===== config.mk =====
export PLATFORM = sky130hd
export DESIGN_NAME = temp_table_writer_flat
export DESIGN_NICKNAME = d
export VERILOG_FILES = /design/src/rtl/temp_conv_pkg.sv /design/src/rtl/temp_table_writer_if.sv /design/src/rtl/temp_div_serial.sv /design/src/rtl/temp_table_writer.sv /design/src/flat_wrapper.sv
export SDC_FILE = /design/constraint.sdc
export NUM_CORES = 1
export LEC_CHECK = 0
export CELL_PAD_IN_SITES_DETAIL_PLACEMENT = 1
export CELL_PAD_IN_SITES_GLOBAL_PLACEMENT = 2
export CORE_ASPECT_RATIO = 0.7
export CORE_UTILIZATION = 30
export CTS_BUF_LIST = sky130_fd_sc_hd__clkbuf_4 sky130_fd_sc_hd__clkbuf_8
export CTS_CLUSTER_SIZE = 25
export DETAILED_ROUTE_END_ITERATION = 6
export PLACE_DENSITY = 0.63
export SLEW_MARGIN = 20
export SYNTH_ARGS = -nofsm -noshare
export SYNTH_HDL_FRONTEND = slang
export SYNTH_SLANG_ARGS = --single-unit

===== constraint.sdc =====
create_clock -name clk -period 4.6 [get_ports clk]
set_clock_uncertainty 0.1 [all_clocks]
set_input_delay 0.92 -clock clk [delete_from_list [all_inputs] [get_ports clk]]
set_output_delay 0.92 -clock clk [all_outputs]
set_load 0.02 [all_outputs]

===== src/rtl/temp_conv_pkg.sv =====
// Shared constants and FSM state type for the temperature table writer.
package temp_conv_pkg;

    localparam int C_MAX    = 100;
    localparam int F_MAX    = 212;
    localparam int F_OFFSET = 32;

    localparam int C2F_MUL = 9;
    localparam int C2F_DIV = 5;
    localparam int F2C_MUL = 5;
    localparam int F2C_DIV = 9;

    // Half-divisor terms so the truncating divider rounds to nearest.
    localparam int C2F_RND = 2;
    localparam int F2C_RND = 4;

    typedef enum logic [2:0] {
        IDLE,
        LOAD,
        DIV,
        WRITE,
        DONE
    } state_t;

endpackage


===== src/rtl/temp_table_writer_if.sv =====
// Boot-control handshake plus table RAM write port driven by the writer.
interface temp_table_writer_if #(
    parameter int ADDR_W = 9,
    parameter int DATA_W = 8
);
    logic              start;
    logic              busy;
    logic              done;
    logic              we;
    logic [ADDR_W-1:0] waddr;
    logic [DATA_W-1:0] wdata;

    modport master (
        input  start,
        output busy,
        output done,
        output we,
        output waddr,
        output wdata
    );

    modport slave (
        output start,
        input  busy,
        input  done,
        input  we,
        input  waddr,
        input  wdata
    );
endinterface


===== src/rtl/temp_div_serial.sv =====
// Serial restoring divider: one quotient bit per cycle, MSB first, DIV_W cycles.
module temp_div_serial #(
    parameter int DIV_W = 10
) (
    input  logic             clk,
    input  logic             rst_n,
    input  logic             go,
    input  logic [DIV_W-1:0] num,
    input  logic [DIV_W-1:0] den,
    output logic [DIV_W-1:0] quotient,
    output logic             valid
);
    localparam int CNT_W = $clog2(DIV_W + 1);

    logic [DIV_W-1:0] r_rem;
    logic [DIV_W-1:0] r_quo;
    logic [DIV_W-1:0] r_den;
    logic [CNT_W-1:0] r_cnt;
    logic             r_valid;

    logic [DIV_W-1:0] w_rem_src;
    logic [DIV_W-1:0] w_quo_src;
    logic [DIV_W-1:0] w_den_src;
    logic [DIV_W:0]   w_trial;
    logic             w_bit;
    logic [DIV_W-1:0] w_rem_next;

    // The go cycle already performs the first step directly on the new operands.
    always_comb begin
        w_rem_src  = go ? '0 : r_rem;
        w_quo_src  = go ? num : r_quo;
        w_den_src  = go ? den : r_den;
        w_trial    = {w_rem_src, w_quo_src[DIV_W-1]};
        w_bit      = (w_trial >= {1'b0, w_den_src});
        w_rem_next = w_bit ? DIV_W'(w_trial - {1'b0, w_den_src}) : w_trial[DIV_W-1:0];
    end

    always_ff @(posedge clk) begin
        if (!rst_n) begin
            r_rem   <= '0;
            r_quo   <= '0;
            r_den   <= '0;
            r_cnt   <= '0;
            r_valid <= 1'b0;
        end else begin
            r_valid <= 1'b0;
            if (go) begin
                r_rem   <= w_rem_next;
                r_quo   <= {w_quo_src[DIV_W-2:0], w_bit};
                r_den   <= den;
                r_cnt   <= CNT_W'(DIV_W - 1);
                r_valid <= (DIV_W == 1);
            end else if (r_cnt != '0) begin
                r_rem   <= w_rem_next;
                r_quo   <= {w_quo_src[DIV_W-2:0], w_bit};
                r_cnt   <= r_cnt - CNT_W'(1);
                r_valid <= (r_cnt == CNT_W'(1));
            end
        end
    end

    assign quotient = r_quo;
    assign valid    = r_valid;

endmodule


===== src/rtl/temp_table_writer.sv =====
// Fills the C->F and F->C conversion table, one computed entry every 12 cycles.
module temp_table_writer #(
    parameter int ADDR_W = 9,
    parameter int DATA_W = 8,
    parameter int DIV_W  = 10,
    parameter int C_MAX  = temp_conv_pkg::C_MAX,
    parameter int F_MAX  = temp_conv_pkg::F_MAX
) (
    input  logic               clk,
    input  logic               rst_n,
    temp_table_writer_if.master bus
);
    import temp_conv_pkg::*;

    localparam int IDX_W = ADDR_W - 1;
    localparam logic [IDX_W-1:0] C_LAST   = IDX_W'(C_MAX);
    localparam logic [IDX_W-1:0] F_LAST   = IDX_W'(F_MAX);
    localparam logic [IDX_W-1:0] F_ZERO_C = IDX_W'(F_OFFSET);

    state_t            r_state;
    logic              r_busy;
    logic              r_done;
    logic              r_we;
    logic [ADDR_W-1:0] r_waddr;
    logic [DATA_W-1:0] r_wdata;
    logic              r_unit;
    logic [IDX_W-1:0]  r_idx;

    logic              w_go;
    logic              w_clamp;
    logic [DIV_W-1:0]  w_num;
    logic [DIV_W-1:0]  w_den;
    logic [DIV_W-1:0]  w_quo;
    logic              w_div_valid;
    logic [DATA_W-1:0] w_result;

    assign w_go    = (r_state == LOAD);
    // Fahrenheit below freezing would be negative Celsius; those entries read as 0.
    assign w_clamp = !r_unit && (r_idx < F_ZERO_C);

    always_comb begin
        w_num = '0;
        w_den = DIV_W'(F2C_DIV);
        if (r_unit) begin
            w_num = DIV_W'(C2F_MUL * int'(r_idx) + C2F_RND);
            w_den = DIV_W'(C2F_DIV);
        end else if (!w_clamp) begin
            w_num = DIV_W'(F2C_MUL * (int'(r_idx) - F_OFFSET) + F2C_RND);
        end
    end

    assign w_result = w_clamp ? '0
                    : (DATA_W'(w_quo) + (r_unit ? DATA_W'(F_OFFSET) : '0));

    temp_div_serial #(
        .DIV_W(DIV_W)
    ) u_div (
        .clk      (clk),
        .rst_n    (rst_n),
        .go       (w_go),
        .num      (w_num),
        .den      (w_den),
        .quotient (w_quo),
        .valid    (w_div_valid)
    );

    always_ff @(posedge clk) begin
        if (!rst_n) begin
            r_state <= IDLE;
            r_busy  <= 1'b0;
            r_done  <= 1'b0;
            r_we    <= 1'b0;
            r_waddr <= '0;
            r_wdata <= '0;
            r_unit  <= 1'b0;
            r_idx   <= '0;
        end else begin
            r_we   <= 1'b0;
            r_done <= 1'b0;
            case (r_state)
                IDLE: begin
                    if (bus.start) begin
                        r_state <= LOAD;
                        r_busy  <= 1'b1;
                        r_unit  <= 1'b1;
                        r_idx   <= '0;
                    end
                end
                LOAD: r_state <= DIV;
                DIV: begin
                    if (w_div_valid) begin
                        r_state <= WRITE;
                    end
                end
                WRITE: begin
                    r_we    <= 1'b1;
                    r_waddr <= {r_unit, r_idx};
                    r_wdata <= w_result;
                    if (r_unit) begin
                        r_state <= LOAD;
                        if (r_idx == C_LAST) begin
                            r_unit <= 1'b0;
                            r_idx  <= '0;
                        end else begin
                            r_idx <= r_idx + IDX_W'(1);
                        end
                    end else if (r_idx == F_LAST) begin
                        r_state <= DONE;
                    end else begin
                        r_idx   <= r_idx + IDX_W'(1);
                        r_state <= LOAD;
                    end
                end
                DONE: begin
                    r_done  <= 1'b1;
                    r_busy  <= 1'b0;
                    r_state <= IDLE;
                end
                default: r_state <= IDLE;
            endcase
        end
    end

    assign bus.busy  = r_busy;
    assign bus.done  = r_done;
    assign bus.we    = r_we;
    assign bus.waddr = r_waddr;
    assign bus.wdata = r_wdata;

endmodule

===== src/flat_wrapper.sv =====
// flat-port wrapper written by rule: the top's interface ports become plain ports
module temp_table_writer_flat import temp_conv_pkg::*;
#(
    parameter int ADDR_W = 9,
    parameter int DATA_W = 8,
    parameter int DIV_W  = 10,
    parameter int C_MAX  = temp_conv_pkg::C_MAX,
    parameter int F_MAX  = temp_conv_pkg::F_MAX
)
  (clk, rst_n, bus_start, bus_busy, bus_done, bus_we, bus_waddr, bus_wdata);
  temp_table_writer_if #(.ADDR_W(ADDR_W), .DATA_W(DATA_W)) bus_i ();
  input  logic clk;
  input  logic rst_n;
  input wire logic [$bits(bus_i.start)-1:0] bus_start;
  output wire logic [$bits(bus_i.busy)-1:0] bus_busy;
  output wire logic [$bits(bus_i.done)-1:0] bus_done;
  output wire logic [$bits(bus_i.we)-1:0] bus_we;
  output wire logic [$bits(bus_i.waddr)-1:0] bus_waddr;
  output wire logic [$bits(bus_i.wdata)-1:0] bus_wdata;
  assign bus_i.start = bus_start;
  assign bus_busy = bus_i.busy;
  assign bus_done = bus_i.done;
  assign bus_we = bus_i.we;
  assign bus_waddr = bus_i.waddr;
  assign bus_wdata = bus_i.wdata;
  temp_table_writer #(.ADDR_W(ADDR_W), .DATA_W(DATA_W), .DIV_W(DIV_W), .C_MAX(C_MAX), .F_MAX(F_MAX)) u_core (.clk(clk), .rst_n(rst_n), .bus(bus_i));
endmodule

Yosys cells after proc, flatten, opt, wreduce, memory -nomap -nowiden

Index checks and enable logic that the tools add are counted.

$add $sub $neg: 7
$mul: 2
$lt $le $gt $ge: 2
Equal/unequal tests: 10
Mux-type cells: 32
Bitwise logic cells: 2
Reduce and logical (&&, ||, !) cells: 13

Operators with widths:

| operator                                                              | count |
|---|---|
| 10-bit 2-to-1 mux                                                     | 10 |
| 8-bit 2-to-1 mux                                                      | 5 |
| 4-bit by 32-bit multiplier with 10-bit output, first input constant   | 1 |
| 8-bit one-hot mux with 2 select lines                                 | 1 |
| 3-bit 2-to-1 mux                                                      | 4 |
| 4-bit 2-to-1 mux                                                      | 3 |
| 3-bit one-hot mux with 4 select lines                                 | 1 |
| 11-bit by 10-bit greater-or-equal comparator with 1-bit output        | 1 |
| 10-bit by 3-bit adder with 10-bit output, second input constant       | 1 |
| 10-bit by 4-bit adder with 10-bit output, second input constant       | 1 |
| 4-bit by 8-bit multiplier with 10-bit output, first input constant    | 1 |
| 10-bit subtractor                                                     | 1 |
| 8-bit by 6-bit subtractor with 9-bit output, second input constant    | 1 |
| 8-bit by 1-bit adder with 8-bit output, second input constant         | 1 |
| 8-bit adder                                                           | 1 |
| 8-bit by 7-bit equality test with 1-bit output, second input constant | 1 |
| 8-bit equality test, second input constant                            | 1 |
| 8-bit by 6-bit < comparator with 1-bit output, second input constant  | 1 |
| 3-bit by 2-bit equality test with 1-bit output, second input constant | 2 |
| 6-bit 2-to-1 mux                                                      | 1 |
| 2-bit AND reduction                                                   | 3 |
| 2-bit nonzero test                                                    | 3 |
| 1-bit 2-to-1 mux                                                      | 5 |
| 4-bit by 1-bit equality test with 1-bit output, second input constant | 1 |
| 14 further kinds                                                      | 17 |

Bits in registers: 67
Input bits: 3
Word-level logic and storage cells: 82

Longest topological paths before layout

Gate-level depths: netlist (run 1).

Depth after elaboration: 10
Mapped depth: 21

Cells and area by module

A second synthesis (run 1) with hierarchy kept.

Cells, all modules: 490
Area, all modules: 4307.9 um^2

Modules (own cells, without submodules):

| module            | times used | cells each | area each (um^2) |
|---|---|---|---|
| temp_table_writer | 1          | 259        | 2265.9 |
| temp_div_serial   | 1          | 231        | 2042.0 |

Worst setup path before layout (run 1)

OpenSTA, ideal clock, no wires.

Path type: register to register
Start point: register u_core.r_idx[5]
End point: register u_core.u_div.r_rem[1]
Data arrival time: 4.075 ns
Required time: 4.434 ns
Slack: 0.359 ns
Cell stages (with the launch flop): 21
Clock period less this slack: 4.241 ns
Cell sequence: dfxtp_1 inv_1 ha_1 ha_1 inv_1 ha_1 ha_1 ha_1 o21ai_0 o21bai_1 a21oi_1 xnor2_1 a211o_1 o21ai_0 ha_1 nand2b_1 a21oi_1 o311ai_4 nand2_4 mux2_4 a21oi_2

Word-level cells in the longest chain between the ends: 10
Elaborated cells on any way between the ends: 15
Those cells by class: 4 x add/sub; 2 x mul; 2 x order compare; 6 x mux; 1 x reduce/logical

Ends and longest elaborated chain:

| item                                                                                                       | line                                         | RTL |
|---|---|---|
| from (decl)                                                                                                | temp_table_writer.sv:27                      | `logic [IDX_W-1:0] r_idx;` |
| from (signal assigned)                                                                                     | temp_table_writer.sv:105                     | `r_idx <= r_idx + IDX_W'(1);` |
| from (signal assigned)                                                                                     | temp_table_writer.sv:110                     | `r_idx <= r_idx + IDX_W'(1);` |
| 8-bit by 6-bit subtractor with 9-bit output                                                                | temp_table_writer.sv:48                      | `w_num = DIV_W'(F2C_MUL * (int'(r_idx) - F_OFFSET) + F2C_RND);` |
| 4-bit by 32-bit multiplier with 10-bit output                                                              | temp_table_writer.sv:48                      |  |
| 10-bit by 4-bit adder with 10-bit output                                                                   | temp_table_writer.sv:48                      |  |
| 10-bit 2-to-1 mux                                                                                          | temp_table_writer.sv:47                      | `end else if (!w_clamp) begin` |
| 10-bit 2-to-1 mux *                                                                                        | temp_table_writer.sv:44                      | `if (r_unit) begin` |
| 10-bit 2-to-1 mux *                                                                                        | temp_div_serial.sv:31                        | `w_quo_src = go ? num : r_quo;` |
| 10-bit subtractor / 11-bit by 10-bit greater-or-equal comparator with 1-bit output (equally long branches) | temp_div_serial.sv:35, temp_div_serial.sv:34 |  |
| 10-bit 2-to-1 mux *                                                                                        | temp_div_serial.sv:35                        | `w_rem_next = w_bit ? DIV_W'(w_trial - {1'b0, w_den_src}) : w_trial[DIV_W-1:0];` |
| 10-bit 2-to-1 mux                                                                                          | temp_div_serial.sv:53                        | `end else if (r_cnt != '0) begin` |
| 10-bit 2-to-1 mux *                                                                                        | temp_div_serial.sv:47                        | `if (go) begin` |
| to (signal assigned)                                                                                       | temp_div_serial.sv:48                        | `r_rem <= w_rem_next;` |
| to (signal assigned)                                                                                       | temp_div_serial.sv:54                        | `r_rem <= w_rem_next;` |
| to (decl)                                                                                                  | temp_div_serial.sv:15                        | `logic [DIV_W-1:0] r_rem;` |

Every way passes the cells marked *; elsewhere a longest branch is shown, timed or not. The select of a mux whose other input is x is not followed.
A chain may end at the register's enable or synchronous reset.

Final worst setup path (run 1)

Ends and elaborated chain as after synthesis.

==> results of run 1 <==
-- state kept, by name, indices dropped and copies added (netlist names) --
signal,flops
u_core.bus.done,1
u_core.bus.busy,1
u_core.r_idx,8
u_core.r_unit,1
u_core.u_div.r_cnt,4
u_core.bus.waddr,9
u_core.bus.wdata,8
u_core.bus.we,1
u_core.u_div.valid,1
u_core.u_div.r_rem,10
u_core.r_state,3
u_core.u_div.quotient,10
u_core.u_div.r_den,10
-- layout make-up --
cell class | instances | area share
clock buffers | 11 | 0.03106
inverters | 16 | 0.01232
flip-flops and latches | 67 | 0.2754
well taps | 185 | 0.04748
clock inverters | 5 | 0.01720
repair buffers | 36 | 0.06674
multi-input cells | 377 | 0.5498
-- power by group --
group	internal, µW	switching [µW]
registers	655	51.2
logic	454	619
clock network	337	257
total	1450	928
-- cells in the mapped netlist, types with 4 or more instances --
master    number
dfxtp_1       67
nand2_1       58
a21oi_1       50
ha_1          48
nor2_1        27
clkbuf_1      20
a211oi_1      19
nand3_1       17
o21ai_0       17
mux2i_1       16
inv_1         15
xnor2_1       14
xor2_1        12
a21o_1        10
and2_1        10
and3_1        10
nor3_1         6
a31oi_1        5
nand4_1        5
nor3b_1        5
nand2b_1       4
-- layer usage --
metal  up-vias  GRT usage  wire, µm
li1       1772          -         -
met1      1696     0.2628      6324
met2        56     0.2459      4518
met3        10    0.03865       649
met4         0    0.04715       123
met5         -          0         0
-- timing repair --
action | 4_1_cts | 5_1_grt
buffers inserted | 0 | 1
setup endpoints to repair | 0 | 10
hold buffers | 0 | 0
resized for setup | 0 | 9
-- kinds of logic (layout without fill, tap and decap cells) --
family,Yosys count,count (layout),synth area share
AO/OA/AOI/OAI,124,124,0.1921
XOR/XNOR,26,26,0.05489
adder cells (fa/ha/maj),50,50,0.1544
buffers and inverters,41,68,0.04101
flip-flops,67,67,0.3233
multiplexers,19,19,0.04765
AND/OR/NAND/NOR,157,158,0.1867
-- worst max-delay path, cell delays in order (launching register included) --
cell and delay (ps):
dfxtp_1 360, inv_2 70, ha_1 200, ha_1 310
inv_1 50, ha_1 270, ha_1 340, ha_4 300
o21ai_2 60, o21bai_1 140, a21oi_1 90, xnor2_1 150
a211o_1 290, o21ai_0 80, ha_2 220, nand2b_4 140
a21oi_1 110, o311ai_4 440, nand2_4 140, mux2_4 320
a21oi_2 130
-- worst min path at each step --
stage                     startpoint               endpoint  slack (ps)
6_report         u_core.bus.wdata[3]    u_core.bus.wdata[3]         360
5_1_grt          u_core.bus.wdata[2]    u_core.bus.wdata[2]         390
4_1_cts          u_core.bus.wdata[3]    u_core.bus.wdata[3]         370
3_5_place_dp     u_core.bus.wdata[2]    u_core.bus.wdata[2]         350
3_3_place_gp     u_core.bus.wdata[7]    u_core.bus.wdata[7]         340
2_1_floorplan  u_core.u_div.r_rem[7]  u_core.u_div.r_rem[7]         340
-- per-stage QoR --
| stage | std cells | setup WS [ps] | total power [µW] |
|---|---|---|---|
| finish | 697 | 225.2 | 2374 |
| global route | 697 | -14.73 | 2548 |
| CTS | 695 | 62.85 | 2354 |
| detailed placement | 679 | 107.9 | 1743 |
| global placement | 679 | 208.7 | 1746 |
| floorplan | 484 | 359.0 | 1503 |
==> results.ini, run 1 <==
[run_status]
status=complete, no violations

[logic_synthesis]
synth_edf_count=0
synth-seq-cells=67
synth_seq_area_share=0.3233
synthFlopType=dfxtp_1
yosys.area.top_type=dfxtp_1
avgSynthCellArea_um2=8.572
syn_area_um2=4149
async_flop_share=0
ys_warn_count=0
syn_inst=484
yosysUniqueCellTypes=56
synth_nets=537
yosys.area.top_type_share=0.3233
yosys-top-cells-area=dfxtp_1, ha_1, a21oi_1

[cells_and_area]
finalInstanceArea_um2=4875
nets=560
fill_cells=1583
final_common_cell=dfxtp_1
num_antenna_cells=0
fin_util=0.3662
register_area_um2=1343
layout-area-overhead-vs-synth_pct=17.49
multi_input_area_um2=2680
drive_above_1_share=0.09766
layout_common_cells=dfxtp_1, nand2_1, a21oi_1

[floorplan]
die_h_um=100.4
die_area_um2=14310
start_util=0.3117
die_w_um=142.6
coreArea_um2=13310
io_pins=23
row_count=35

[clock_tree]
cts_htree_levels=3
clock-sinks=67
cts_tree=built
insertion_delay_ps=360
cts-root-buf=clkbuf_8
clkSlewWorstSetupHoldPaths_ps=80
clock_path_buffers=2
cts_buffers=9

[sta]
tightest_slew_ps=657.2
finalHoldViolCount=0
fmax_mhz=228.6
fin_crit_sh=0.9510
hold_slack_ps=362.8
slew_headroom=0.5505
setup_violations=0
drv_slew=0
tns_ps=0
layout_min_cycle_time_ps=4375

[power]
powerDensity_nw_per_um2=487.0
ir_worst_vdd_mv=0.1770
cellLeakagePower_uw=0.002016

[worst_setup_path]
worstPathMaxFanout=5
timing.rr.end=u_core.u_div.r_rem[1]
r2r-start=u_core.r_idx[5]
critPathLaunchType=flip-flop
cp-end-kind=flip-flop
cp-endpoint=u_core.u_div.r_rem[1]
cp.arrival_ps=4570
reg2reg_depth=20
r2r_slack_ps=230
worstSetupStartpoint=u_core.r_idx[5]
worstSetupPathType=flip-flop to flip-flop
critPathRequiredTime_ps=4800

[global_route]
grt_pass1_wl_mm=19.29
track_usage=0.1748
gr-total-overflow=0
grt_max_degree=40
antenna_found_initial=0
grt_pass1_vias=3618

[detailed_routing]
routedWlPerCell_um=16.66
drc_errors=0
ant_nets=0
drt-initial-drc-count=99
avgViaCountPerCell=5.070
drt_pre_antenna_iters=4
wl_mm=11.62
vias=3534

[hold_path]
holdPathStages=2
min_path_type=flip-flop to flip-flop

[placed_design]
gp_congestion=0.7863
dpl_cell_area_um2=4593
dp_hpwl_mm=8.511
io_buffers=22

[job]
max-cap-violations=0

No activity file was read; power rests on OpenSTA's default activity.
==> run 2, diff against run 1 <==
PLACE_DENSITY = 0.62   (was 0.63)
SYNTH_HIERARCHICAL = 1   (was default)
==> run 2 against run 1 <==
Die area up 3.8%. Core utilization about the same. Largest cell class unchanged. Clock power down 24%. Power down 11%. Critical path depth unchanged. Sequential power down 2%. Count of clock-buffer cells in the layout down 2. Critical path type unchanged. Synthesized cell count up 1.2%. Area after synthesis up 3.8%. Register-to-register slack worse by 20 ps. Via count up 0.20%.
==> results.ini, run 2 <==
[run_status]
status=complete, no violations  ; unchanged

[hold_path]
min_path_type=flip-flop to flip-flop  ; unchanged

[logic_synthesis]
synth_compound_area_frac=0.1876  ; was 0.1921
yosysUniqueCellTypes=67  ; was 56
synthAdderAreaFrac=0.1487  ; was 0.1544
yosys-top-cells-area=dfxtp_1, ha_1, mux2i_1  ; was dfxtp_1, ha_1, a21oi_1
yosys.area.top_type_share=0.3114  ; was 0.3233
syn_area_um2=4308  ; was 4149 µm²
synth_top_family_by_area=compound AO/OA/AOI/OAI gates  ; unchanged
avgSynthCellArea_um2=8.792  ; was 8.572 µm²
synth_common_cells=dfxtp_1, nor2_1, nand2_1  ; was dfxtp_1, nand2_1, a21oi_1
synth_edf_count=0  ; unchanged
synth_simple_gate_area_frac=0.1873  ; was 0.1867
yosysMostFrequentCell=dfxtp_1  ; unchanged
yosys.area.top_type=dfxtp_1  ; unchanged
syn_inst=490  ; was 484
synth-seq-cells=67  ; unchanged
synthFlopType=dfxtp_1  ; unchanged
async_flop_share=0  ; unchanged
synth_seq_area_share=0.3114  ; was 0.3233
synth_xor_area_frac=0.05489  ; about the same
yosys-mux-area-fraction=0.06564  ; was 0.04765
ys_warn_count=6  ; was 0

[clock_tree]
clock_path_buffers=2  ; unchanged
clkSlewWorstSetupHoldPaths_ps=80  ; about the same
insertion_delay_ps=360  ; about the same
cts_buffers=9  ; unchanged
cts_tree=built  ; unchanged
hold_buffers=0  ; unchanged
cts_htree_levels=3  ; unchanged
cts-root-buf=clkbuf_8  ; unchanged
clock-sinks=67  ; unchanged

[global_route]
grt_max_degree=36  ; was 40
grt_pass1_wl_mm=19.18  ; was 19.29 mm
grt_pass1_vias=3585  ; was 3618
antenna_found_initial=0  ; unchanged
gr-total-overflow=0  ; unchanged
track_usage=0.1658  ; was 0.1748

[cells_and_area]
drive_above_1_share=0.1391  ; was 0.09766
layout-area-overhead-vs-synth_pct=18.68  ; was 17.49%
final_common_cell=dfxtp_1  ; unchanged
fill_cells=1692  ; was 1583
nets=581  ; was 560
final_cells=722  ; was 697
layout_common_cells=dfxtp_1, nor2_1, nand2_1  ; was dfxtp_1, nand2_1, a21oi_1
register_area_um2=1346  ; was 1343 µm²
num_antenna_cells=0  ; unchanged
multi_input_area_um2=2919  ; was 2680 µm²

[worst_setup_path]
cp_top_family=adder cells  ; unchanged
slowest_stage=fa_2  ; was o311ai_4
worstPathMaxFanout=7  ; was 5
cp.arrival_ps=4530  ; was 4570 ps
cp-end-kind=flip-flop  ; unchanged
critPathRequiredTime_ps=4740  ; was 4800 ps
critPathBufInv=4  ; was 2
max_stage_delay_ps=380  ; was 440 ps
worstSetupPathType=flip-flop to flip-flop  ; unchanged
critPathLaunchType=flip-flop  ; unchanged
path_cells=buf_4 -> nor3_1 -> ha_1 -> ha_1 -> ha_1 -> a21oi_1 -> xnor2_1 -> o31ai_1 -> mux2i_1 -> ha_2 -> inv_2 -> fa_2 -> a211oi_2 -> buf_4 -> buf_4 -> o21bai_1 -> a21oi_1 -> xnor2_1 -> mux2i_1 -> a21oi_1  ; was inv_2 -> ha_1 -> ha_1 -> inv_1 -> ha_1 -> ha_1 -> ha_4 -> o21ai_2 -> o21bai_1 -> a21oi_1 -> xnor2_1 -> a211o_1 -> o21ai_0 -> ha_2 -> nand2b_4 -> a21oi_1 -> o311ai_4 -> nand2_4 -> mux2_4 -> a21oi_2

[floorplan]
die_h_um=102.3  ; was 100.4 µm
die_area_um2=14850  ; was 14310 µm²
row_count=36  ; was 35
die_w_um=145.2  ; was 142.6 µm
coreArea_um2=13960  ; was 13310 µm²
io_pins=23  ; unchanged
start_util=0.3085  ; was 0.3117

[sta]
drv_slew=0  ; unchanged
setup_violations=0  ; unchanged
layout_min_cycle_time_ps=4398  ; was 4375 ps
fin_crit_sh=0.9560  ; was 0.9510
setup_ws_ps=202.2  ; was 225.2 ps
tightest_slew_ps=791.3  ; was 657.2 ps
fmax_mhz=227.4  ; was 228.6 MHz
tns_ps=0  ; unchanged
hold_slack_ps=368.6  ; was 362.8 ps
slew_headroom=0.4725  ; was 0.5505
finalHoldViolCount=0  ; unchanged

[detailed_routing]
drt_pre_antenna_iters=4  ; unchanged
ant_nets=0  ; unchanged
vias=3541  ; was 3534
avgViaCountPerCell=4.904  ; was 5.070
drt-initial-drc-count=135  ; was 99
wl_mm=11.81  ; was 11.62 mm
routedWlPerCell_um=16.35  ; was 16.66 µm
drc_errors=0  ; unchanged

[job]
max-cap-violations=0  ; unchanged

[placed_design]
io_buffers=22  ; unchanged
dp_hpwl_mm=8.623  ; was 8.511 mm
placed_cells=704  ; was 679
place_ws_ps=-219.7  ; was 107.9 ps
gp_congestion=0.7751  ; was 0.7863

[power]
cellLeakagePower_uw=0.002087  ; was 0.002016 µW
ir_worst_vdd_mv=0.2826  ; was 0.1770 mV
powerDensity_nw_per_um2=415.4  ; was 487.0 nW/µm²

[run 2: worst paths after layout]
path / from / to / slack [ps] / depth (start not counted)
setup reg to reg: u_core/r_idx[5] / u_core/u_div/r_rem[6] / 200 / 20
hold reg to reg: u_core/bus.waddr[4] / u_core/bus.waddr[4] / 370 / 2
hold / removal: u_core/bus.waddr[4] / u_core/bus.waddr[4] / 370 / 2
setup / recovery: u_core/r_idx[5] / u_core/u_div/r_rem[6] / 200 / 20
[run 2: cells by family after synthesis]
logic type	after synthesis
muxes	28
xor gates and xnor gates	27
AOI/OAI and AO/OA	116
and+or+nand+nor	162
other	2
buffers and inverters	38
DFF	67
adders and majority gates	50
[run 2: cell type report]
cell class / instances / share of cell area
Multi-Input combinational cell: 391 / 0.5710
Clock inverter: 6 / 0.008566
Tap cell: 190 / 0.04650
Clock buffer: 9 / 0.02423
Inverter: 15 / 0.01101
Sequential cell: 67 / 0.2633
Timing Repair Buffer: 44 / 0.07538
[run 2: metal layers]
| layer | global-route usage | routed length, µm | vias up |
|---|---|---|---|
| li1 | - | - | 1801 |
| met4 | 0.04130 | 106 | 0 |
| met2 | 0.2389 | 4559 | 34 |
| met1 | 0.2478 | 6860 | 1697 |
| met5 | 0 | 0 | - |
| met3 | 0.03438 | 282 | 9 |
[run 2: power by group]
group          total (µW)  internal (µW)  switching, µW
logic                 981            417            564
clock network         451            193            257
registers             692            644           47.7
[run 2: what timing repair did]
item,4_1_cts,5_1_grt
buffers inserted,2,1
setup endpoints to repair,1,9
resized for setup,1,21
pin swaps,2,12
[run 2: tightest hold or removal path: stages, from the launching register on]
cell and delay, ps:
dfxtp_1 310, nand2_1 50, a21boi_0 60
[run 2: stage by stage]
step | util | total power, µW | instance area, µm²
2_1_floorplan | - | 1490 | 4332
3_3_place_gp | 0.3444 | 1652 | 4810
3_5_place_dp | 0.3444 | 1668 | 4810
4_1_cts | 0.3579 | 2147 | 4997
5_1_grt | 0.3661 | 2278 | 5112
6_report | 0.3661 | 2124 | 5112
==> run 3, diff against run 2 <==
SETUP_SLACK_MARGIN = 0.4   (was default)
==> run 3 against run 2 <==
Highest routed layer unchanged. Largest power group unchanged. Wire length increased by 1.1%. Via count decreased by 0.56%. Worst hold slack better by 2.3 ps. Critical path depth up 2. Sequential share of layout area is 1.0 points lower.
==> results.ini, run 3 (synthesized netlist as in run 2, its figures left out) <==
[power]
cellLeakagePower_uw=0.002174  ; was 0.002087 µW
powerDensity_nw_per_um2=445.9  ; was 415.4 nW/µm²
ir_worst_vdd_mv=0.2804  ; was 0.2826 mV

[sta]
setup_violations=0  ; unchanged
tns_ps=0  ; unchanged
tightest_slew_ps=789.1  ; was 791.3 ps
finalHoldViolCount=0  ; unchanged
layout_min_cycle_time_ps=4251  ; was 4398 ps
hold_slack_ps=370.8  ; was 368.6 ps
fin_crit_sh=0.9241  ; was 0.9560
fmax_mhz=235.3  ; was 227.4 MHz
drv_slew=0  ; unchanged
slew_headroom=0.4740  ; was 0.4725
rsz0062_at_grt=true

[worst_setup_path]
max_stage_delay_ps=370  ; was 380 ps
path_common_cell=ha_4
cp-end-kind=flip-flop  ; unchanged
path_cells=inv_6 -> ha_4 -> ha_4 -> inv_4 -> ha_4 -> ha_4 -> ha_4 -> o21ai_4 -> o21bai_1 -> a21oi_1 -> xnor2_1 -> o31ai_1 -> mux2i_1 -> ha_2 -> buf_6 -> nand2b_4 -> a211o_1 -> a21oi_2 -> o32a_4 -> buf_4 -> nor4_4 -> a311o_1  ; was buf_4 -> nor3_1 -> ha_1 -> ha_1 -> ha_1 -> a21oi_1 -> xnor2_1 -> o31ai_1 -> mux2i_1 -> ha_2 -> inv_2 -> fa_2 -> a211oi_2 -> buf_4 -> buf_4 -> o21bai_1 -> a21oi_1 -> xnor2_1 -> mux2i_1 -> a21oi_1
slowest_stage=dfxtp_4  ; was fa_2
worstSetupPathType=flip-flop to flip-flop  ; unchanged
cp_top_family=compound AO/OA/AOI/OAI gates  ; was adder cells
worstPathMaxFanout=5  ; was 7
cp.arrival_ps=4410  ; was 4530 ps
critPathBufInv=4  ; unchanged
critPathLaunchType=flip-flop  ; unchanged
critPathRequiredTime_ps=4760  ; was 4740 ps

[clock_tree]
insertion_delay_ps=370  ; was 360 ps
clkSlewWorstSetupHoldPaths_ps=80  ; about the same
cts_htree_levels=3  ; unchanged
hold_buffers=0  ; unchanged
cts-root-buf=clkbuf_8  ; unchanged
clock_path_buffers=2  ; unchanged
clock-sinks=67  ; unchanged
cts_buffers=9  ; unchanged
cts_tree=built  ; unchanged

[detailed_routing]
routedWlPerCell_um=16.40  ; was 16.35 µm
vias=3521  ; was 3541
drt-initial-drc-count=94  ; was 135
drc_errors=0  ; unchanged
ant_nets=0  ; unchanged
avgViaCountPerCell=4.837  ; was 4.904
drt_pre_antenna_iters=4  ; unchanged
wl_mm=11.94  ; was 11.81 mm

[floorplan]
die_area_um2=14850  ; unchanged
die_w_um=145.2  ; unchanged
io_pins=23  ; unchanged
die_h_um=102.3  ; unchanged
row_count=36  ; unchanged
coreArea_um2=13960  ; unchanged
start_util=0.3085  ; unchanged

[placed_design]
io_buffers=22  ; unchanged
gp_congestion=0.8335  ; was 0.7751
dp_hpwl_mm=8.526  ; was 8.623 mm
placed_cells=697  ; was 704

[cells_and_area]
fin_util=0.3832  ; was 0.3661
drive_above_1_share=0.1710  ; was 0.1391
final_cells=728  ; was 722
layout_common_cells=dfxtp_1, nor2_1, nand2_1  ; unchanged
nets=586  ; was 581
fill_cells=1611  ; was 1692
layout-area-overhead-vs-synth_pct=24.19  ; was 18.68%
num_antenna_cells=0  ; unchanged
final_common_cell=dfxtp_1  ; unchanged

[global_route]
grt_max_degree=40  ; was 36
gr-total-overflow=0  ; unchanged
grt_pass1_vias=3517  ; was 3585
grt_pass1_wl_mm=19.31  ; was 19.18 mm
track_usage=0.1696  ; was 0.1658
antenna_found_initial=0  ; unchanged

[job]
max-cap-violations=0  ; unchanged

[run_status]
status=complete, no violations  ; unchanged

[hold_path]
min_path_type=flip-flop to flip-flop  ; unchanged

[run 3: layout make-up]
cell class	instances	area (µm²)	area share
flip-flops and latches	67	1354	0.2530
clock buffers	11	145.1	0.02713
well taps	190	237.7	0.04443
clock inverters	5	61.31	0.01146
inverters	15	63.81	0.01193
multi-input cells	391	3024	0.5652
repair buffers	49	464.2	0.08676
[run 3: repair_timing]
action	in CTS	in global routing
setup endpoints to repair	11	11
endpoints found under the hold margin	0	0
pin swaps	19	25
setup buffers	10	5
resized for setup	28	11
[run 3: path summary, 6_finish.rpt]
| path | from | endpoint | slack [ps] | depth (start not counted) |
|---|---|---|---|---|
| setup / recovery | u_core/r_idx[5] | u_core/u_div/r_rem[0] | 350 | 22 |
| hold reg to reg | u_core/bus.waddr[5] | u_core/bus.waddr[5] | 370 | 2 |
| hold / removal | u_core/bus.waddr[5] | u_core/bus.waddr[5] | 370 | 2 |
| setup reg to reg | u_core/r_idx[5] | u_core/u_div/r_rem[0] | 350 | 22 |
[run 3: worst min-delay path, stage by stage, from the launching register on]
cell,delay (ps)
dfxtp_1,320
nand2_1,50
a21boi_0,60
[run 3: layer usage]
layer	wire [µm]	GRT usage	up-vias
met4	132	0.05344	0
li1	-	-	1804
met2	4511	0.2286	31
met1	7004	0.2588	1675
met5	0	0	-
met3	293	0.03884	11
[run 3: metrics by stage]
stage,setup WS [ps],instance area (µm²),total power (µW)
2_1_floorplan,437.8,4344,1497
3_3_place_gp,179.6,4782,1647
3_5_place_dp,56.08,4782,1669
4_1_cts,304.4,5236,2341
5_1_grt,185.6,5350,2554
6_report,349.3,5350,2385
[run 3: report_power, final]
part           leakage [µW]  internal (µW)  switching, µW
logic               0.00152            541            623
clock network      0.000107            274            259
registers          0.000548            643           44.4
total               0.00217           1460            927
==> patch 1, RTL diff (config.mk and constraints of run 3) <==
`DATA_W` is set to 8 in 3 places; all go to 7.
--- a/src/rtl/temp_table_writer_if.sv
+++ b/src/rtl/temp_table_writer_if.sv
@@ -3,3 +3,3 @@
     parameter int ADDR_W = 9,
-    parameter int DATA_W = 8
+    parameter int DATA_W = 7
 );
--- a/src/rtl/temp_table_writer.sv
+++ b/src/rtl/temp_table_writer.sv
@@ -3,3 +3,3 @@
     parameter int ADDR_W = 9,
-    parameter int DATA_W = 8,
+    parameter int DATA_W = 7,
     parameter int DIV_W  = 10,
--- a/src/flat_wrapper.sv
+++ b/src/flat_wrapper.sv
@@ -4,3 +4,3 @@
     parameter int ADDR_W = 9,
-    parameter int DATA_W = 8,
+    parameter int DATA_W = 7,
     parameter int DIV_W  = 10,
Interface: changed (resized bus_wdata); port bits go from 23 to 22. No check against the original RTL was run, so the function may have changed too.
==> patch 1 against run 3 <==
Combinational power down 3%. Power down 2.3%. Critical path depth unchanged. Cell area down 1.5%. Sequential cell count down 1. Largest power group unchanged. Area after synthesis down 1.2%. Critical endpoint is now u_core/u_div/r_rem[8]. Worst setup slack better by 0.13 ns. Routed wire length down 0.18%.
==> patch 1: results (changes against run 3) <==
Global route
  • Met1 Track Usage GR: 26.20% (+0.32 points)
  • Initial antenna violation count: 0 (unchanged)
  • GRT Total Usage: 17.81% (+0.85 points)
  • Global-route wire length before repair: 19,750 um (+2.3%)
  • GR Util met3: 3.972% (+0.088 points)
  • Vias in the first global route: 3,627 (+3.1%)
  • Met2 Use GR: 26.15% (+3.3 points)

Placement
  • Detail Placement HPWL: 8492 um (-0.40%)
  • Placed instance area: 4738 sq um (-0.92%)
  • Port bufs: 21 (-4.5%)
  • Placed Cells: 679 (-2.6%)
  • Final GP Congestion: 0.7520 (-9.8%)
  • Dpl ws: 0.02225 ns (-0.03384 ns)

CTS
  • CTS buffer count: 9 (unchanged)
  • Clock latency at the later pin of the worst-skew pair: 0.35 ns (-0.02 ns)

STA
  • Slew HR: 39.65% (-7.7 points)
  • Max Freq: 242.9 MHz (+3.2%)
  • Final hold slack: 0.3684 ns (-0.002486 ns)

Critical path
  • R2r endpoint: u_core/u_div/r_rem[8]
  • Flop-to-flop setup slack: 0.48 ns (+0.13 ns)
  • Crit path max-delay family: adder cells
  • Worst-path fanout max: 3 (-2)
  • Worst EP arrival: 4.26 ns (-0.15 ns)

Pwr
  • Maximum vdd drop: 0.1694 mV (-40%)
  • Static Leak: 0.002183 uW (+0.42%)

Logic synthesis
  • Post-synthesis mux area share: 6.912% (+0.35 points)
  • Syn_area_per_cell: 8.975 sq um (+2.1%)
  • Post-Synth Adder-Cell Area: 14.76% (-0.11 points)
  • Compound-Gate Fraction of Synth Area: 19.94% (+1.2 points)
  • Synth Area in XOR/XNOR: 5.147% (-0.34 points)
  • Seq/Total Area, Yosys: 31.06% (-0.077 points)
  • Dominant cells by area after synthesis: dfxtp_1 31%, ha_1 14%, mux2i_1 6.1%
  • Synth cell count leaders: 66 x dfxtp_1, 56 x nand2_1, 47 x ha_1

Layout
  • Final Instance Count excl. Fillers: 708 (-2.7%)
  • Design area: 5269 sq um (-1.5%)
  • Fillers: 1,611 (unchanged)
  • Layout cells sized above 1: 18.55% (+1.4 points)
  • Final nets: 570 (-2.7%)

Routing
  • Met2 wire len: 4841 um (+7.3%)
  • Wire length on met3: 413 um (+41%)
  • Initial detailed-routing violation count: 88 (-6.4%)
  • Routed vias: 3,463 (-1.6%)
  • WL/cell: 16.84 um (+2.6%)
  • Met1 WL: 6596 um (-5.8%)

Min path
  • Worst hold path endpoint: u_core/bus.wdata[4]
  • Worst hold start: u_core/bus.wdata[4]

Outcome
  • Status: complete, no violations
-- patch 1: cell types whose count changed in the layout (fill, tap and decap cells not counted), moves of 3 or more --
cell            run 3  this run
nor2_1             54        22
nand3_1            11        15
buf_12              3         0
inv_2               3         0
inv_1               9        13
nand2_1            51        56
a21oi_1            32        18
nor2b_1            10        17
o211a_1             0         9
and2b_1             0         4
a21oi_2             1         4
nor4_1              0         3
-- patch 1: timing repair --
item | in CTS | in global routing
buffers inserted | 10 | 3
endpoints found under the setup margin | 11 | 11
pin swaps | 15 | 13
resized for setup | 38 | 7
-- patch 1: report_power, final --
group          total, uW  leakage (uW)  internal [uW]  switching [uW]
registers            699      0.000542            648            51.5
logic               1120       0.00154            521             594
clock network        515      0.000100            255             260
-- patch 1: layout make-up --
type,count,share of cell area (%)
tap,185,4.393
inverter,17,1.354
clock buffer,9,2.351
clock inverter,7,1.472
sequential,66,25.36
timing repair buffer,49,8.098
multi-input combinational,375,56.97
==> patch 2, RTL diff (config.mk and constraints of run 3) <==
Made on the original files. The 5 states of `state_t` get a Gray code encoding in 3 bits.
--- a/src/rtl/temp_conv_pkg.sv
+++ b/src/rtl/temp_conv_pkg.sv
@@ -17,7 +17,7 @@
     typedef enum logic [2:0] {
-        IDLE,
-        LOAD,
-        DIV,
-        WRITE,
-        DONE
+        IDLE  = 3'b000,
+        LOAD  = 3'b001,
+        DIV   = 3'b011,
+        WRITE = 3'b010,
+        DONE  = 3'b110
     } state_t;
Check against the original RTL: no difference found for any inputs over 10 cycles, from zero or initial values and one cycle with rst_n low; not proved beyond that.
==> patch 2 against run 3 <==
Critical path depth fell by 3. Sequential share of layout area rose by 0.55 points. Worst setup slack improved by 0.10 ns. Worst hold slack got worse by 0.011 ns. Maximum frequency rose by 2.5%. Area after synthesis fell by 1.9%. Sequential cell count did not move. Cell area fell by 2.1%. Power fell by 12%. Routed wire length rose by 4.4%. Synthesized cell count rose by 1.0%. Critical path type unchanged. Largest power group unchanged.
==> patch 2: results (changes against run 3) <==
Outcome
  • Status: complete, no violations

Placement
  • Port bufs: 22 (unchanged)
  • Detail Placement HPWL: 8924 um (+4.7%)
  • Final GP Congestion: 0.8161 (-2.1%)
  • Placed instance area: 4693 sq um (-1.9%)

Global route
  • Largest net degree at the start of global routing: 40 (unchanged)
  • Initial antenna violation count: 0 (unchanged)
  • Global-route wire length before repair: 20,160 um (+4.4%)
  • GRT Total Usage: 18.32% (+1.4 points)
  • Vias in the first global route: 3,698 (+5.1%)

Layout
  • Fillers: 1,571 (-2.5%)
  • Layout cells sized above 1: 16.67% (-0.43 points)
  • Antenna diodes: 0 (unchanged)
  • Final nets: 589 (+0.51%)

CTS
  • Clock latency at the later pin of the worst-skew pair: 0.36 ns
  • CTS H-tree depth: 3 (unchanged)
  • CTS root buf: clkbuf_8
  • Reg clk slew, reported paths: 0.08 ns (about the same)
  • CTS buffer count: 9 (unchanged)
  • Longest Clk Path Bufs: 2 (unchanged)

Pwr
  • Maximum vdd drop: 0.1790 mV (-36%)
  • Static Leak: 0.002069 uW (-4.8%)
  • Net Sw Power: 809.3 uW (-13%)

Routing
  • First-pass detailed-route iteration total: 4 (unchanged)
  • DR vias/cell: 5.022 (+3.8%)
  • Total Wirelength: 12,470 um (+4.4%)
  • Initial detailed-routing violation count: 98 (+4.3%)

Critical path
  • Startpoint types: flip-flop
  • Worst EP arrival: 4.28 ns (-0.13 ns)
  • Worst-path fanout max: 5 (unchanged)
  • Worst r2r src: u_core/r_idx[3]

Min path
  • Hold WC Path Type: flip-flop to flip-flop
  • Worst hold start: u_core/bus.wdata[6]

Logic synthesis
  • Unique masters post-synth: 64 (-4.5%)
  • Seq/Total Area, Yosys: 31.75% (+0.62 points)
  • Post-synth top flop: dfxtp_1
  • Synth Warn #: 6 (unchanged)
  • Dominant cells by area after synthesis: dfxtp_1 32%, ha_1 14%, a21oi_1 6.3%
  • Post-synth ARST share: 0% (unchanged)
  • Synth cell count leaders: 67 x dfxtp_1, 53 x a21oi_1, 53 x nand2_1

Floorplanning
  • Core box area: 13,440 sq um (-3.7%)

STA
  • Tightest Pin Transition: 0.7867 ns (-0.002348 ns)
-- patch 2: worst paths after layout --
kind                                         endpoint  slack (ns)  cells past startpoint
worst max register to register  u_core/u_div/r_rem[6]        0.45                     19
worst min-delay path              u_core/bus.wdata[6]        0.36                      2
worst max-delay path            u_core/u_div/r_rem[6]        0.45                     19
worst min register to register    u_core/bus.wdata[6]        0.36                      2
-- patch 2: repair_timing --
action                     CTS  global route
buffers inserted             6             7
pin swaps                   22            14
hold buffers                 0             0
cloned                       1             0
gates resized for setup     32             8
setup endpoints to repair   11            11
-- patch 2: final cells by class --
class	instances	area, sq um	area share (%)
multi-input cells	392	2960	56.54
flip-flops and latches	67	1354	25.85
clock buffers	9	123.9	2.366
clock inverters	6	66.31	1.266
repair buffers	48	427.9	8.172
well taps	185	231.5	4.421
inverters	18	72.57	1.386
-- patch 2: power groups by stage --
| stage | registers [uW] | clock network, uW | logic (uW) |
|---|---|---|---|
| final | 678 | 499 | 926 |
| after global routing | 686 | 552 | 1010 |
| after CTS | 678 | 527 | 887 |
| after detailed placement | 691 | 0 | 817 |
| after global placement | 690 | 0 | 802 |
| after floorplan | 681 | 0 | 679 |
-- patch 2: metal layers --
layer	GRT usage (%)	wire length (um)
met1	27.95	6958
met5	0	0
met4	4.419	123
met3	3.877	411
met2	25.60	4978
-- patch 2: critical path, stage by stage, from the launching register on --
cell and delay, ns:
dfxtp_4 0.40, fa_2 0.45, ha_1 0.26, ha_1 0.27, a211oi_4 0.23, o21bai_1 0.10, a21oi_1 0.19, xnor2_1 0.15
o31ai_1 0.08, mux2i_1 0.20, ha_2 0.24, inv_2 0.04, fa_2 0.37, a211oi_4 0.24, buf_4 0.15, o21bai_1 0.07
a21oi_1 0.19, xnor2_1 0.09, mux2i_1 0.14, a21oi_1 0.07
-- patch 2: through the flow --
stage	std cells	hold WS (ns)	util [%]	power, uW	worst slack, ns
final	725	0.3596	38.95	2102	0.4513
after global routing	725	0.3803	38.95	2249	0.1913
after CTS	718	0.3626	38.14	2091	0.3617
after detailed placement	696	0.3507	34.91	1508	0.01616
after global placement	696	0.3435	34.91	1491	0.2025
after floorplan	501	0.3321	-	1360	0.4109
-- patch 2: cells by family (layout without fill, tap and decap cells) --
kind of cell	count (synthesis)	in the layout	share of synthesized area, %
other	2	8	0.1778
XOR/XNOR	24	24	4.976
AO/OA/AOI/OAI	120	121	18.16
buffers and inverters	43	81	4.769
adder cells (fa/ha/maj)	50	50	15.17
AND/OR/NAND/NOR	161	161	18.31
flip-flops	67	67	31.75
multiplexers	28	28	6.694
